File: src/rtl/vga_pkg.sv
// Shared constants and encodings for the VGA framebuffer arbiter.
package vga_pkg;

  localparam int ADDR_W       = 17;
  localparam int PIX_W        = 3;
  localparam int PIX_PER_WORD = 4;
  localparam int WORD_W       = PIX_W * PIX_PER_WORD;
  localparam int LANE_W       = 2;

  // Draw read-modify-write sequencer states.
  typedef enum logic [2:0] {
    ST_IDLE = 3'd0,
    ST_RD   = 3'd1,
    ST_WAIT = 3'd2,
    ST_DATA = 3'd3,
    ST_WR   = 3'd4
  } arbState_t;

  // Owner of a read travelling through the SRAM pipeline.
  typedef enum logic [1:0] {
    TAG_NONE = 2'd0,
    TAG_VID  = 2'd1,
    TAG_RMW  = 2'd2
  } rdTag_t;

endpackage

File: src/rtl/vga_pixel_merge.sv
// Replaces one pixel lane of a packed framebuffer word with a new colour.
module vga_pixel_merge
  import vga_pkg::*;
(
  input  logic [WORD_W-1:0] word,
  input  logic [LANE_W-1:0] lane,
  input  logic [PIX_W-1:0]  color,
  output logic [WORD_W-1:0] merged
);

  // Copy the word and overwrite only the selected lane.
  always_comb begin
    merged = word;
    for (int i = 0; i < PIX_PER_WORD; i++) begin
      if (lane == i[LANE_W-1:0]) begin
        merged[i*PIX_W +: PIX_W] = color;
      end
    end
  end

endmodule

File: src/rtl/vga_mem_arbiter.sv
// Single-port framebuffer SRAM arbiter: fixed-latency video reads with
// absolute priority, and single-pixel draw writes done as read-modify-write.
//
// Draw handshake: a draw request transfers in a cycle where drw_valid and
// drw_ready are both high; drw_valid must stay asserted with stable
// drw_addr/drw_color until that cycle. drw_ready is high only in IDLE.
//
// Bus timing: a decision made in cycle N is registered onto mem_* in N+1,
// and read data returns on mem_rdata in N+2. dbgState mirrors the sequencer.
module vga_mem_arbiter
  import vga_pkg::*;
(
  input  logic              clkDiv,
  input  logic              rst,
  input  logic              vid_req,
  input  logic [ADDR_W-1:0] vid_addr,
  output logic              vid_valid,
  output logic [WORD_W-1:0] vid_data,
  input  logic              drw_valid,
  output logic              drw_ready,
  input  logic [ADDR_W+1:0] drw_addr,
  input  logic [PIX_W-1:0]  drw_color,
  output logic              mem_en,
  output logic              mem_we,
  output logic [ADDR_W-1:0] mem_addr,
  output logic [WORD_W-1:0] mem_wdata,
  input  logic [WORD_W-1:0] mem_rdata,
  output logic [2:0]        dbgState
);

  arbState_t         state;
  arbState_t         stateNext;

  rdTag_t            busTag;
  rdTag_t            rdTag;

  logic [ADDR_W-1:0] wordQ;
  logic [LANE_W-1:0] laneQ;
  logic [PIX_W-1:0]  colorQ;
  logic [WORD_W-1:0] mergedQ;
  logic [WORD_W-1:0] mergedWord;

  logic              handshake;
  logic              latchReq;
  logic              latchMerged;
  logic              issueEn;
  logic              issueWe;
  logic [ADDR_W-1:0] issueAddr;
  logic [WORD_W-1:0] issueWdata;
  rdTag_t            issueTag;

  assign drw_ready = (state == ST_IDLE);
  assign handshake = drw_valid && drw_ready;
  assign vid_valid = (rdTag == TAG_VID);
  assign vid_data  = mem_rdata;
  assign dbgState  = state;

  // The returning read word with the latched lane replaced by the colour.
  vga_pixel_merge u_merge (
    .word   (mem_rdata),
    .lane   (laneQ),
    .color  (colorQ),
    .merged (mergedWord)
  );

  // Sequencer state register.
  always_ff @(posedge clkDiv or negedge rst) begin
    if (!rst) begin
      state <= ST_IDLE;
    end else begin
      state <= stateNext;
    end
  end

  // Bus slot decision: video first, draw sequencer uses any free slot.
  always_comb begin
    stateNext   = state;
    latchReq    = 1'b0;
    latchMerged = 1'b0;
    issueEn     = 1'b0;
    issueWe     = 1'b0;
    issueAddr   = mem_addr;
    issueWdata  = mem_wdata;
    issueTag    = TAG_NONE;

    if (vid_req) begin
      issueEn   = 1'b1;
      issueAddr = vid_addr;
      issueTag  = TAG_VID;
    end

    case (state)
      ST_IDLE: begin
        if (handshake) begin
          latchReq = 1'b1;
          if (vid_req) begin
            stateNext = ST_RD;
          end else begin
            issueEn   = 1'b1;
            issueAddr = drw_addr[ADDR_W+1:2];
            issueTag  = TAG_RMW;
            stateNext = ST_WAIT;
          end
        end
      end
      ST_RD: begin
        if (!vid_req) begin
          issueEn   = 1'b1;
          issueAddr = wordQ;
          issueTag  = TAG_RMW;
          stateNext = ST_WAIT;
        end
      end
      ST_WAIT: begin
        stateNext = ST_DATA;
      end
      ST_DATA: begin
        latchMerged = 1'b1;
        if (!vid_req) begin
          issueEn    = 1'b1;
          issueWe    = 1'b1;
          issueAddr  = wordQ;
          issueWdata = mergedWord;
          stateNext  = ST_IDLE;
        end else begin
          stateNext  = ST_WR;
        end
      end
      ST_WR: begin
        if (!vid_req) begin
          issueEn    = 1'b1;
          issueWe    = 1'b1;
          issueAddr  = wordQ;
          issueWdata = mergedQ;
          stateNext  = ST_IDLE;
        end
      end
      default: begin
        stateNext = ST_IDLE;
      end
    endcase
  end

  // Latch the accepted draw request and, later, the merged word.
  always_ff @(posedge clkDiv or negedge rst) begin
    if (!rst) begin
      wordQ   <= '0;
      laneQ   <= '0;
      colorQ  <= '0;
      mergedQ <= '0;
    end else begin
      if (latchReq) begin
        wordQ  <= drw_addr[ADDR_W+1:2];
        laneQ  <= drw_addr[1:0];
        colorQ <= drw_color;
      end
      if (latchMerged) begin
        mergedQ <= mergedWord;
      end
    end
  end

  // Registered SRAM command; address and data hold while the bus is idle.
  always_ff @(posedge clkDiv or negedge rst) begin
    if (!rst) begin
      mem_en    <= 1'b0;
      mem_we    <= 1'b0;
      mem_addr  <= '0;
      mem_wdata <= '0;
    end else begin
      mem_en <= issueEn;
      mem_we <= issueWe;
      if (issueEn) begin
        mem_addr  <= issueAddr;
        mem_wdata <= issueWdata;
      end
    end
  end

  // Read-tag pipe: owner of the command on the bus, then of the returning data.
  always_ff @(posedge clkDiv or negedge rst) begin
    if (!rst) begin
      busTag <= TAG_NONE;
      rdTag  <= TAG_NONE;
    end else begin
      busTag <= issueTag;
      rdTag  <= (busTag == TAG_VID && mem_we) ? TAG_NONE : busTag;
    end
  end

endmodule

File: config.mk
export PLATFORM = sky130hd
export DESIGN_NAME = vga_mem_arbiter
export DESIGN_NICKNAME = d
export VERILOG_FILES = /design/src/rtl/vga_pkg.sv /design/src/rtl/vga_pixel_merge.sv /design/src/rtl/vga_mem_arbiter.sv
export SDC_FILE = /design/constraint.sdc
export NUM_CORES = 1
export LEC_CHECK = 0
export CAP_MARGIN = 20
export CORE_MARGIN = 10
export CORE_UTILIZATION = 45
export CTS_CLUSTER_DIAMETER = 120
export DETAILED_ROUTE_END_ITERATION = 6
export PLACE_DENSITY = 0.77
export SLEW_MARGIN = 20
export SYNTH_ARGS = -nofsm -noshare
export SYNTH_HDL_FRONTEND = slang
export SYNTH_SLANG_ARGS = --single-unit
export TNS_END_PERCENT = 1
File: constraint.sdc
create_clock -name clkDiv -period 2 [get_ports clkDiv]
set_clock_uncertainty 0.15 [all_clocks]
set_input_delay 0.2 -clock clkDiv [delete_from_list [all_inputs] [get_ports clkDiv]]
set_output_delay 0.2 -clock clkDiv [all_outputs]
set_load 0.1 [all_outputs]
==> metrics <==
post-synthesis cell count=415; fin crit period=1960 ps; P_leak=2.52 nW; Fmax=511 MHz; first-pass GRT wire length=18.1 mm; slack of the critical path=41.6 ps; NumNets Final=560; reg2reg start=dbgState[1]; area growth from synthesis to layout=33.3%; largest area contributor in the netlist=dfrtp_1; Relative slew margins=0.507; synthesized cell area=0.00420 sq mm; IO Count=103; WP data arrival=1610 ps; final setup vio count=0; Placed Instances=604; via count=3411; Power Density=1840 mW/mm^2; dpl hpwl=8.18 mm; Hold EP=dbgState[2]; GRT Overall Usage=0.168; Tcrit/Tclk final=0.979; required time of the critical path=1650 ps; largest cells by area after synthesis=dfrtp_1 43%, mux2i_1 11%, mux2_4 7.2%; largest family of logic cells by synthesized area=multiplexers; share of the synthesized area in compound gates (AO/OA/AOI/OAI)=0.118; crit path max fanout=18; Hold Fails Final Rpt=0; hold path depth=2; share of layout cells above drive strength 1=0.276; Unique masters post-synth=29; Critical Setup Path Class=register to primary output; pin count of the biggest net entering global routing=47; vias in the first global route=3537; FP Rows=35; gpl congestion=0.763; Synthesized Nets=470; Placed Instance Area=0.00538 sq mm; post-route ant nets=0; initial antenna violation count=0; CP startpoint kind=register; Yosys warning count=0; Root Buffer Master=clkbuf_8; Synth Area in XOR/XNOR=0; number of max-cap violations=0; R2R Setup Slk=60 ps; CP cell instances=or2_4 > nor2_8 > buf_12 > buf_12; vias per inst=5.49; RSZ-0062 raised after global routing=true; Final Non-Filler Cells=621; Max clock buf depth=2; synthesized-area fraction occupied by and/or/nand/nor cells=0.126; Die Y=117 um; CORE AREA=0.00915 sq mm; clock latency on the worst-skew pair=340 ps; CTS tree=yes; clock sink count=72; area share of the leading cell type in the synthesized netlist=0.429; R2R depth=5; mux cell area share after synthesis=0.254; drt wl/cell=18.0 um; Pre-Repair DR Iteration Count=4; Stages on worst setup path=4; CP Capture Type=primary output; Worst path slowest cell=dfrtp_4; CTS H-tree lvls=3; routed wire length=11.1 mm; design area=0.00559 sq mm; Initial Utilization=0.458; CP delay by family, top=flip-flops; Adder-Cell Fraction of Synth Area=0; count of buffers from port buffering=102; mean post-synth cell area=10.1 sq um; Die Area=0.0136 sq mm; n_diodes=0; Hold Crit Start=vid_req; Critical Path Max Stage Delay=520 ps; drt drc=0; Iteration-0 DRC Markers=167; pre-CTS WS=-36.7 ps; Die X=117 um; worst slew pin tran=724 ps; CTS buffer count=9; Worst VDD drop=1660 uV; CTS clk-pin slew, worst paths=80 ps; final slew viol count=0; Setup Fix Bufs, Post-CTS=0; outcome=finished clean; sequential area share after synthesis=0.429; R2R Path End=wordQ[16]; grt ovf=0; CP dominant cell by count=buf_12; FF+latch count, synth=72; CP bufs+invs=2; path category of the worst min-delay check=input pin to register
placed cells by master (no fill, tap or decap), types with 19 or more instances in the layout:
cell / instances
buf_4: 49
dfrtp_1: 69
nor2_1: 22
nand2_1: 47
mux2_2: 26
buf_12: 22
mux2i_1: 46
mux2_4: 20
a211oi_1: 19
clkdlybuf4s50_1: 52
a21oi_1: 19
o21ai_0: 40
cells by family (layout without fill, tap and decap cells):
family / Yosys count / after routing
buf+inv: 50 / 145
compound gates: 88 / 88
mux: 93 / 93
flops: 72 / 72
simple gates: 112 / 112
flip-flops by register name, summed over array words and instances, names as in the netlist:
register and cells:
mergedQ 12, rdTag 2, mem_addr 17, mem_we 1, busTag 2, laneQ 2
mem_en 1, colorQ 3, dbgState 3, mem_wdata 12, wordQ 17
worst max-delay path by stage:
stage,start,endpoint,slack [ps]
floorplan,dbgState[0],colorQ[0],-230
global placement,dbgState[1],mem_wdata[0],30
detailed placement,dbgState[1],mem_wdata[1],-40
CTS,dbgState[0],drw_ready,10
global route,dbgState[1],drw_ready,-0.7
finish,dbgState[1],drw_ready,40
metal layers:
layer  vias to the layer above  wire length [um]  GRT usage
li1                       1615                 -          -
met5                         -                 0          0
met3                         9               843     0.0519
met1                      1649              5020      0.208
met4                         0               144     0.0585
met2                       138              5140      0.270
area by class of cell:
class                           count  area [sq um]
Inverter                            4          15.0
Clock buffer                       10           128
Timing Repair Buffer              125          1340
Clock inverter                      6          46.3
Multi-Input combinational cell    293          2110
Tap cell                          111           139
Fill cell                         732          3560
Sequential cell                    72          1810
synthesized netlist by cell type, drive strengths merged:
library cell	n
nand2	47
o21ai	47
a21boi	2
mux2	46
buf	33
clkbuf	13
mux2i	47
a21o	1
nor2b	18
a21oi	19
nor4	1
or2	1
clkinv	1
and2	1
a211oi	19
nand2b	2
nand3	17
or3b	1
nand3b	1
nor2	23
dfrtp	72
inv	3
power breakdown:
group / internal, mW / switching, mW
combinational: 2.22 / 4.33
clock: 0.454 / 0.580
sequential: 2.19 / 0.526
timing repair:
action / 4_1_cts / 5_1_grt
endpoints found under the hold margin: 28 / 0
cloned: 0 / 0
hold buffers: 1 / 0
resized for setup: 4 / 2
endpoints found under the setup margin: 9 / 3
pin swaps: 0 / 1
metrics by stage:
step / power, mW / setup TNS (ps) / util / hold slack, ps
final: 10.3 / 0 / 0.611 / 116
after detailed placement: 9.23 / -91.6 / 0.587 / 5.10
after floorplan: 7.61 / -7930 / - / -246
after global placement: 9.06 / 0 / 0.587 / 2.52
after CTS: 10.3 / 0 / 0.609 / 94.5
after global routing: 10.9 / -0.739 / 0.611 / 126
Note: power is estimated with default switching activity, not from simulation.
